`config.mk`:
```
export PLATFORM = sky130hd
export DESIGN_NAME = uart_core
export DESIGN_NICKNAME = d
export VERILOG_FILES = /design/src/rtl/uart_pkg.sv /design/src/rtl/uart_tick_gen.sv /design/src/rtl/uart_core.sv
export SDC_FILE = /design/constraint.sdc
export NUM_CORES = 1
export LEC_CHECK = 0
export CAP_MARGIN = 10
export CORE_MARGIN = 3
export CORE_UTILIZATION = 45
export DETAILED_ROUTE_END_ITERATION = 10
export PLACE_DENSITY = 0.64
export SYNTH_ARGS = -nofsm -noshare
export SYNTH_HDL_FRONTEND = slang
export SYNTH_SLANG_ARGS = --single-unit
```
`constraint.sdc`:
```
create_clock -name clk -period 2.8 [get_ports clk]
set_input_delay 0.56 -clock clk [delete_from_list [all_inputs] [get_ports clk]]
set_output_delay 0.56 -clock clk [all_outputs]
set_load 0.1 [all_outputs]
```
`src/rtl/uart_pkg.sv`:
```
// Shared types and helpers for the UART transceiver.
// Parity support is compiled in only when UART_PARITY_EN is defined.
package uart_pkg;

  typedef enum logic [2:0] {
    TX_IDLE,
    TX_START,
    TX_DATA,
    TX_PARITY,
    TX_STOP
  } tx_state_t;

  typedef enum logic [2:0] {
    RX_IDLE,
    RX_START,
    RX_DATA,
    RX_PARITY,
    RX_STOP,
    RX_RECOVER
  } rx_state_t;

  // Parity bit value that makes XOR(data, parity) equal to odd.
  function automatic logic parity_calc(input logic [7:0] data, input logic odd);
    return (^data) ^ odd;
  endfunction

endpackage

```
`src/rtl/uart_tick_gen.sv`:
```
// Free-running oversample tick divider; a cfg_div of 0 divides by 1.
module uart_tick_gen #(
  parameter int DIV_W = 16
) (
  input  logic             clk,
  input  logic             rst_n,
  input  logic [DIV_W-1:0] cfg_div,
  output logic             tick
);

  logic [DIV_W-1:0] cnt;
  logic [DIV_W-1:0] last;

  always_comb last = (cfg_div == '0) ? '0 : cfg_div - 1'b1;

  // >= so that shrinking cfg_div at runtime never strands the counter past terminal
  assign tick = (cnt >= last);

  always_ff @(posedge clk or negedge rst_n) begin
    if (!rst_n)    cnt <= '0;
    else if (tick) cnt <= '0;
    else           cnt <= cnt + 1'b1;
  end

endmodule

```
`src/rtl/uart_core.sv`:
```
// UART transceiver: TX/RX FSMs, 16x-oversampled majority-vote RX, holding register.
// Define UART_PARITY_EN to build the optional parity bit and rx_parity_err.
module uart_core
  import uart_pkg::*;
#(
  parameter int DATA_BITS  = 8,
  parameter int OVERSAMPLE = 16,
  parameter int DIV_W      = 16
) (
  input  logic                 clk,
  input  logic                 rst_n,
  input  logic [DIV_W-1:0]     cfg_div,
  input  logic                 cfg_stop2,
  input  logic                 cfg_parity_en,
  input  logic                 cfg_parity_odd,
  input  logic [DATA_BITS-1:0] tx_data,
  input  logic                 tx_valid,
  output logic                 tx_ready,
  output logic                 txd,
  input  logic                 rxd,
  output logic [DATA_BITS-1:0] rx_data,
  output logic                 rx_valid,
  input  logic                 rx_ready,
  output logic                 rx_parity_err,
  output logic                 rx_frame_err,
  output logic                 rx_overrun
);

  localparam int TW = $clog2(OVERSAMPLE);
  localparam int BW = $clog2(DATA_BITS);
  localparam logic [TW-1:0] T_LAST = TW'(OVERSAMPLE - 1);
  localparam logic [TW-1:0] T_S0   = TW'(OVERSAMPLE / 2 - 1);
  localparam logic [TW-1:0] T_S1   = TW'(OVERSAMPLE / 2);
  localparam logic [TW-1:0] T_S2   = TW'(OVERSAMPLE / 2 + 1);
  localparam logic [BW-1:0] B_LAST = BW'(DATA_BITS - 1);

  logic tick;

  uart_tick_gen #(.DIV_W(DIV_W)) u_tick (
    .clk     (clk),
    .rst_n   (rst_n),
    .cfg_div (cfg_div),
    .tick    (tick)
  );

  // ---------------- TX ----------------
  tx_state_t            tx_state, tx_state_n;
  logic [TW-1:0]        tx_tcnt, tx_tcnt_n;
  logic [BW-1:0]        tx_bit, tx_bit_n;
  logic [DATA_BITS-1:0] tx_sh, tx_sh_n;
  logic                 tx_stop2, tx_stop2_n;
  logic                 tx_bit_end;
`ifdef UART_PARITY_EN
  logic                 tx_par_en, tx_par_en_n, tx_par, tx_par_n;
`endif

  always_ff @(posedge clk or negedge rst_n) begin
    if (!rst_n) begin
      tx_state <= TX_IDLE;
      tx_tcnt  <= '0;
      tx_bit   <= '0;
      tx_sh    <= '0;
      tx_stop2 <= 1'b0;
`ifdef UART_PARITY_EN
      tx_par_en <= 1'b0;
      tx_par    <= 1'b0;
`endif
    end else begin
      tx_state <= tx_state_n;
      tx_tcnt  <= tx_tcnt_n;
      tx_bit   <= tx_bit_n;
      tx_sh    <= tx_sh_n;
      tx_stop2 <= tx_stop2_n;
`ifdef UART_PARITY_EN
      tx_par_en <= tx_par_en_n;
      tx_par    <= tx_par_n;
`endif
    end
  end

  always_comb begin
    tx_state_n = tx_state;
    tx_tcnt_n  = tx_tcnt;
    tx_bit_n   = tx_bit;
    tx_sh_n    = tx_sh;
    tx_stop2_n = tx_stop2;
`ifdef UART_PARITY_EN
    tx_par_en_n = tx_par_en;
    tx_par_n    = tx_par;
`endif
    tx_bit_end = tick && (tx_tcnt == T_LAST);
    if (tick) tx_tcnt_n = tx_bit_end ? '0 : tx_tcnt + 1'b1;
    unique case (tx_state)
      TX_IDLE: begin
        tx_tcnt_n = '0;
        if (tx_valid) begin
          tx_state_n = TX_START;
          tx_bit_n   = '0;
          tx_sh_n    = tx_data;
          tx_stop2_n = cfg_stop2;
`ifdef UART_PARITY_EN
          tx_par_en_n = cfg_parity_en;
          tx_par_n    = parity_calc(8'(tx_data), cfg_parity_odd);
`endif
        end
      end
      TX_START: if (tx_bit_end) tx_state_n = TX_DATA;
      TX_DATA: if (tx_bit_end) begin
        tx_sh_n  = tx_sh >> 1;
        tx_bit_n = tx_bit + 1'b1;
        if (tx_bit == B_LAST) begin
          tx_bit_n   = '0;
          tx_state_n = TX_STOP;
`ifdef UART_PARITY_EN
          if (tx_par_en) tx_state_n = TX_PARITY;
`endif
        end
      end
`ifdef UART_PARITY_EN
      TX_PARITY: if (tx_bit_end) tx_state_n = TX_STOP;
`endif
      TX_STOP: if (tx_bit_end) begin
        if (tx_stop2 && tx_bit == '0) tx_bit_n = BW'(1);
        else                          tx_state_n = TX_IDLE;
      end
      default: tx_state_n = TX_IDLE;
    endcase
  end

  always_comb begin
    txd = 1'b1;
    unique case (tx_state)
      TX_START: txd = 1'b0;
      TX_DATA:  txd = tx_sh[0];
`ifdef UART_PARITY_EN
      TX_PARITY: txd = tx_par;
`endif
      default:  txd = 1'b1;
    endcase
  end

  assign tx_ready = (tx_state == TX_IDLE);

  // ---------------- RX ----------------
  rx_state_t            rx_state, rx_state_n;
  logic [1:0]           rx_sync;
  logic                 rx_prev, rx_s, rx_fall, rx_maj;
  logic [TW-1:0]        rx_tcnt, rx_tcnt_n;
  logic [BW-1:0]        rx_bit, rx_bit_n;
  logic [DATA_BITS-1:0] rx_sh, rx_sh_n;
  logic                 rx_s0, rx_s0_n, rx_s1, rx_s1_n;
  logic                 rx_bit_end, rx_mid, rx_done, rx_perr_c;
`ifdef UART_PARITY_EN
  logic                 rx_par_en, rx_par_en_n, rx_par_odd, rx_par_odd_n, rx_par, rx_par_n;
  logic                 rx_perr_q;
`else
  logic                 unused_cfg_parity;
  assign unused_cfg_parity = cfg_parity_en ^ cfg_parity_odd;
`endif

  assign rx_s    = rx_sync[1];
  assign rx_fall = rx_prev & ~rx_s;
  assign rx_maj  = (rx_s0 & rx_s1) | (rx_s0 & rx_s) | (rx_s1 & rx_s);

  always_ff @(posedge clk or negedge rst_n) begin
    if (!rst_n) begin
      rx_sync  <= 2'b11;
      rx_prev  <= 1'b1;
      rx_state <= RX_IDLE;
      rx_tcnt  <= '0;
      rx_bit   <= '0;
      rx_sh    <= '0;
      rx_s0    <= 1'b1;
      rx_s1    <= 1'b1;
`ifdef UART_PARITY_EN
      rx_par_en  <= 1'b0;
      rx_par_odd <= 1'b0;
      rx_par     <= 1'b0;
`endif
    end else begin
      rx_sync  <= {rx_sync[0], rxd};
      rx_prev  <= rx_s;
      rx_state <= rx_state_n;
      rx_tcnt  <= rx_tcnt_n;
      rx_bit   <= rx_bit_n;
      rx_sh    <= rx_sh_n;
      rx_s0    <= rx_s0_n;
      rx_s1    <= rx_s1_n;
`ifdef UART_PARITY_EN
      rx_par_en  <= rx_par_en_n;
      rx_par_odd <= rx_par_odd_n;
      rx_par     <= rx_par_n;
`endif
    end
  end

  always_comb begin
    rx_state_n = rx_state;
    rx_tcnt_n  = rx_tcnt;
    rx_bit_n   = rx_bit;
    rx_sh_n    = rx_sh;
    rx_s0_n    = rx_s0;
    rx_s1_n    = rx_s1;
    rx_done    = 1'b0;
`ifdef UART_PARITY_EN
    rx_par_en_n  = rx_par_en;
    rx_par_odd_n = rx_par_odd;
    rx_par_n     = rx_par;
`endif
    rx_bit_end = tick && (rx_tcnt == T_LAST);
    rx_mid     = tick && (rx_tcnt == T_S2);
    if (tick && rx_tcnt == T_S0) rx_s0_n = rx_s;
    if (tick && rx_tcnt == T_S1) rx_s1_n = rx_s;
    if (tick) rx_tcnt_n = rx_bit_end ? '0 : rx_tcnt + 1'b1;
    unique case (rx_state)
      RX_IDLE: begin
        rx_tcnt_n = '0;
        if (rx_fall) begin
          rx_state_n = RX_START;
          rx_bit_n   = '0;
`ifdef UART_PARITY_EN
          rx_par_en_n  = cfg_parity_en;
          rx_par_odd_n = cfg_parity_odd;
`endif
        end
      end
      RX_START: begin
        if (rx_mid && rx_maj) begin
          rx_state_n = RX_IDLE;
          rx_tcnt_n  = '0;
        end else if (rx_bit_end) begin
          rx_state_n = RX_DATA;
        end
      end
      RX_DATA: begin
        if (rx_mid) rx_sh_n = {rx_maj, rx_sh[DATA_BITS-1:1]};
        if (rx_bit_end) begin
          rx_bit_n = rx_bit + 1'b1;
          if (rx_bit == B_LAST) begin
            rx_bit_n   = '0;
            rx_state_n = RX_STOP;
`ifdef UART_PARITY_EN
            if (rx_par_en) rx_state_n = RX_PARITY;
`endif
          end
        end
      end
`ifdef UART_PARITY_EN
      RX_PARITY: begin
        if (rx_mid) rx_par_n = rx_maj;
        if (rx_bit_end) rx_state_n = RX_STOP;
      end
`endif
      RX_STOP: if (rx_mid) begin
        rx_done    = 1'b1;
        rx_tcnt_n  = '0;
        rx_state_n = rx_maj ? RX_IDLE : RX_RECOVER;
      end
      // Counts ticks of continuously-high line; any low sample restarts the bit
      RX_RECOVER: begin
        if (!rx_s)           rx_tcnt_n  = '0;
        else if (rx_bit_end) rx_state_n = RX_IDLE;
      end
      default: rx_state_n = RX_IDLE;
    endcase
  end

`ifdef UART_PARITY_EN
  assign rx_perr_c     = rx_par_en && (rx_par != parity_calc(8'(rx_sh), rx_par_odd));
  assign rx_parity_err = rx_perr_q;
`else
  assign rx_perr_c     = 1'b0;
  assign rx_parity_err = 1'b0;
`endif

  // A byte completing in the same cycle as a pop replaces the held one
  always_ff @(posedge clk or negedge rst_n) begin
    if (!rst_n) begin
      rx_data      <= '0;
      rx_valid     <= 1'b0;
      rx_frame_err <= 1'b0;
      rx_overrun   <= 1'b0;
`ifdef UART_PARITY_EN
      rx_perr_q    <= 1'b0;
`endif
    end else begin
      rx_overrun <= rx_done && rx_valid && !rx_ready;
      if (rx_done && (!rx_valid || rx_ready)) begin
        rx_data      <= rx_sh;
        rx_frame_err <= ~rx_maj;
        rx_valid     <= 1'b1;
`ifdef UART_PARITY_EN
        rx_perr_q    <= rx_perr_c;
`endif
      end else if (rx_ready) begin
        rx_valid <= 1'b0;
      end
    end
  end

endmodule
```
==> impl_metrics.py <==
metrics = {
    "global_route": {
        "grt_pass1_vias": 3542,
        "antenna_found_initial": 0,
        "overflow": 0,
        "grt_max_degree": 70,
        "track_usage_pct": 21.13,
        "grt_pass1_wl_um": 17110,
    },
    "cells_and_area": {
        "area_delta_synth_final_pct": 43.33,
        "layout_commonest_cell": "dfrtp_1",
        "utilization_pct": 68.46,
        "final_cells": 632,
        "final_cell_mix": "dfrtp_1 (64), buf_4 (63), nand2_1 (41)",
        "n_antenna_cell": 0,
        "drive_gt1_share_pct": 37.00,
        "nNetsFinal": 582,
    },
    "status": {
        "violations": "setup timing",
        "outcome": "finished, violations left",
    },
    "pwr": {
        "p_sw_share_pct": 34.56,
        "p_leak_uw": 0.002602,
        "p_comb_share_pct": 28.6,
        "power_density_nw_per_um2": 529.7,
        "ir_worst_vdd_uv": 379.1,
        "seqPwrFrac_pct": 44.2,
        "power.switching_uw": 1061,
        "intPower_uw": 2009,
        "power_frac_clock_pct": 27.2,
    },
    "placement": {
        "port_buffers": 42,
        "place_inst": 594,
        "gp_congestion": 0.8733,
        "dp_hpwl_um": 6668,
        "pre_cts_ws_ps": -1711,
    },
    "detailed_routing": {
        "vias": 3522,
        "remaining_drc_errors": 0,
        "drt_wl_total_um": 10130,
        "antenna_left": 0,
        "avgRoutedWirePerCell_um": 16.03,
        "firstDrtPassIters": 4,
        "drt-initial-drc-count": 128,
        "vias_per_cell": 5.573,
    },
    "critical_path": {
        "crit_buf_inv": 3,
        "cp_slowest_cell": "or4_4",
        "cpLargestDelayFamily": "simple AND/OR/NAND/NOR gates",
        "crit_start": "cfg_div[7]",
        "r2r_slack_ps": 130,
        "path_class": "in -> reg",
        "path_cells": "buf_6 > or4_4 > or4_4 > or3_4 > nor3_2 > a21oi_1 > ha_1 > nand4_1 > buf_4 > o21bai_1 > a211o_2 > nor2_4 > nor4b_4 > buf_6 > mux2_4",
        "cp_max_fo": 5,
        "end_kind": "flop",
        "worstReg2RegStart": "u_tick.cnt[0]",
        "cpPeakStageDelay_ps": 530,
        "required_ps": 3030,
        "crit_arrival_ps": 3990,
        "critPathLaunchType": "primary input",
    },
    "clocking": {
        "clkSinkCount": 69,
        "clk_pin_slew_ps": 80,
        "cts_tree": "yes",
        "ctsHtreeMaxLevel": 3,
        "cts-root-buf": "clkbuf_8",
        "clk_path_buf_depth": 2,
        "insertion_delay_ps": 350,
        "hold_buffers": 0,
        "numCtsBuffers": 9,
    },
    "yosys": {
        "synth_compound_area_share_pct": 12.41,
        "async_flop_share_pct": 100.0,
        "synthAdderAreaFrac_pct": 8.914,
        "synth_flop_cell": "dfrtp_1",
        "synth_top_family_by_area": "simple AND/OR/NAND/NOR gates",
        "avgSynthCellArea_um2": 9.812,
        "synthSimpleGateAreaFrac_pct": 20.67,
        "ys_ff_latch": 69,
        "synthesis.area_um2": 4043,
        "synth_cells": 412,
        "synthMuxAreaShare_pct": 6.778,
        "synthDistinctLibCells": 62,
        "yosysWarnings": 0,
        "synth_xor_xnor_area_share_pct": 5.633,
        "synth_nets": 472,
        "synth_edf_count": 0,
        "ys_seq_area_share_pct": 42.87,
    },
    "die": {
        "rows": 33,
        "core_um2": 8464,
        "io_pins": 46,
        "fp.dieW_um": 100.8,
        "die_area_um2": 10160,
        "die_h_um": 100.8,
        "initial_core_util_pct": 47.76,
    },
    "sta": {
        "finalHoldViolations": 0,
        "post-route-period-util_pct": 134.1,
        "max_freq_ghz": 0.2663,
        "setup_ws_ps": -955.8,
        "setup_viol": 65,
        "slew_viol_final": 0,
        "whs_ps": 224.8,
        "setup_tns_ps": -53240,
        "slew_headroom_pct": 46.48,
        "period_needed_ps": 3756,
        "rsz0062_at_grt": "yes",
        "skew_ps": 10.20,
        "worst_slew_pin_slew_ps": 800.8,
    },
    "worst_hold_path": {
        "min_path_type": "in -> async",
    },
    "flow_run": {
        "maxCapViolCount": 0,
    },
}
==> power by group through the flow <==
stage	clock network (µW)	logic, µW	registers [µW]
final	836	877	1360
after global placement	0	696	1350
after global routing	891	979	1390
after detailed placement	0	729	1360
after CTS	853	799	1340
after floorplan	0	498	1310
==> path summary, 6_finish.rpt <==
kind / end / depth (start not counted)
setup / recovery: rx_data[1] / 15
max in group asynchronous: rx_s0 / 2
setup reg to reg: rx_tcnt[3] / 10
hold / removal: u_tick.cnt[14] / 2
hold reg to reg: rx_sync[1] / 0
min in group clk: rx_sync[1] / 0
==> through the flow <==
stage	cell area, µm²	total power, µW
after floorplan	4149	1804
after global placement	4975	2041
after detailed placement	4975	2084
after CTS	5572	2995
after global routing	5794	3255
final	5794	3070
==> Yosys cell counts (all sizes together) (7+ instances only) <==
cell | n | area (µm²)
nand3 | 14 | 70.07
a21oi | 30 | 150.1
o21ai | 12 | 60.06
nand2 | 41 | 153.9
dfrtp | 64 | 1602
inv | 14 | 52.55
xnor2 | 11 | 96.34
nor2 | 36 | 142.6
ha | 28 | 350.3
nor3 | 14 | 80.08
mux2 | 19 | 214.0
nand2b | 10 | 62.56
o22ai | 8 | 50.05
nand4 | 7 | 43.79
xor2 | 15 | 131.4
==> state kept, by name, indices dropped and copies added, names as in the netlist, 2 cells and up <==
signal and flops:
rx_bit 3, rx_data 8, rx_sh 8, rx_state 3, rx_sync 2, rx_tcnt 4, tx_bit 3, tx_sh 8
tx_state 3, tx_tcnt 4, u_tick.cnt 16
==> routing by layer <==
metal	part of all wire [%]	GRT usage (%)
met1	46	29.27
met2	48	32.66
met3	4.2	3.391
met4	1.7	9.223
met5	0	0
==> cell type report <==
type | count | area (µm²)
Fill cell | 640 | 2670
Multi-Input combinational cell | 317 | 2638
Sequential cell | 69 | 1733
Timing Repair Buffer | 111 | 1042
Tap cell | 105 | 131.4
Clock buffer | 9 | 123.9
Clock inverter | 7 | 73.82
Inverter | 14 | 52.55
==> worst register-to-register path, stage by stage (launching register included) <==
cell	delay, ps
dfrtp_1	430
inv_1	70
ha_1	280
nand2b_1	140
a2111o_1	450
a31o_4	270
buf_4	130
or2_4	290
buf_4	180
a41oi_2	240
nor3_2	70
==> cells by family (layout without fill, tap and decap cells) <==
group | after synthesis | in the layout
fa+ha+maj | 29 | 29
compound gates | 77 | 77
flops | 69 | 69
mux | 25 | 25
simple gates | 159 | 159
other cells | 1 | 1
xor+xnor | 26 | 26
buf+inv | 26 | 141
==> what timing repair did <==
action / CTS / global route
endpoints found under the setup margin: 65 / 65
setup buffers: 12 / 9
resized for setup: 85 / 40
pin swaps: 31 / 18
gates cloned: 2 / 0
Note: power is estimated with default switching activity, not from simulation.
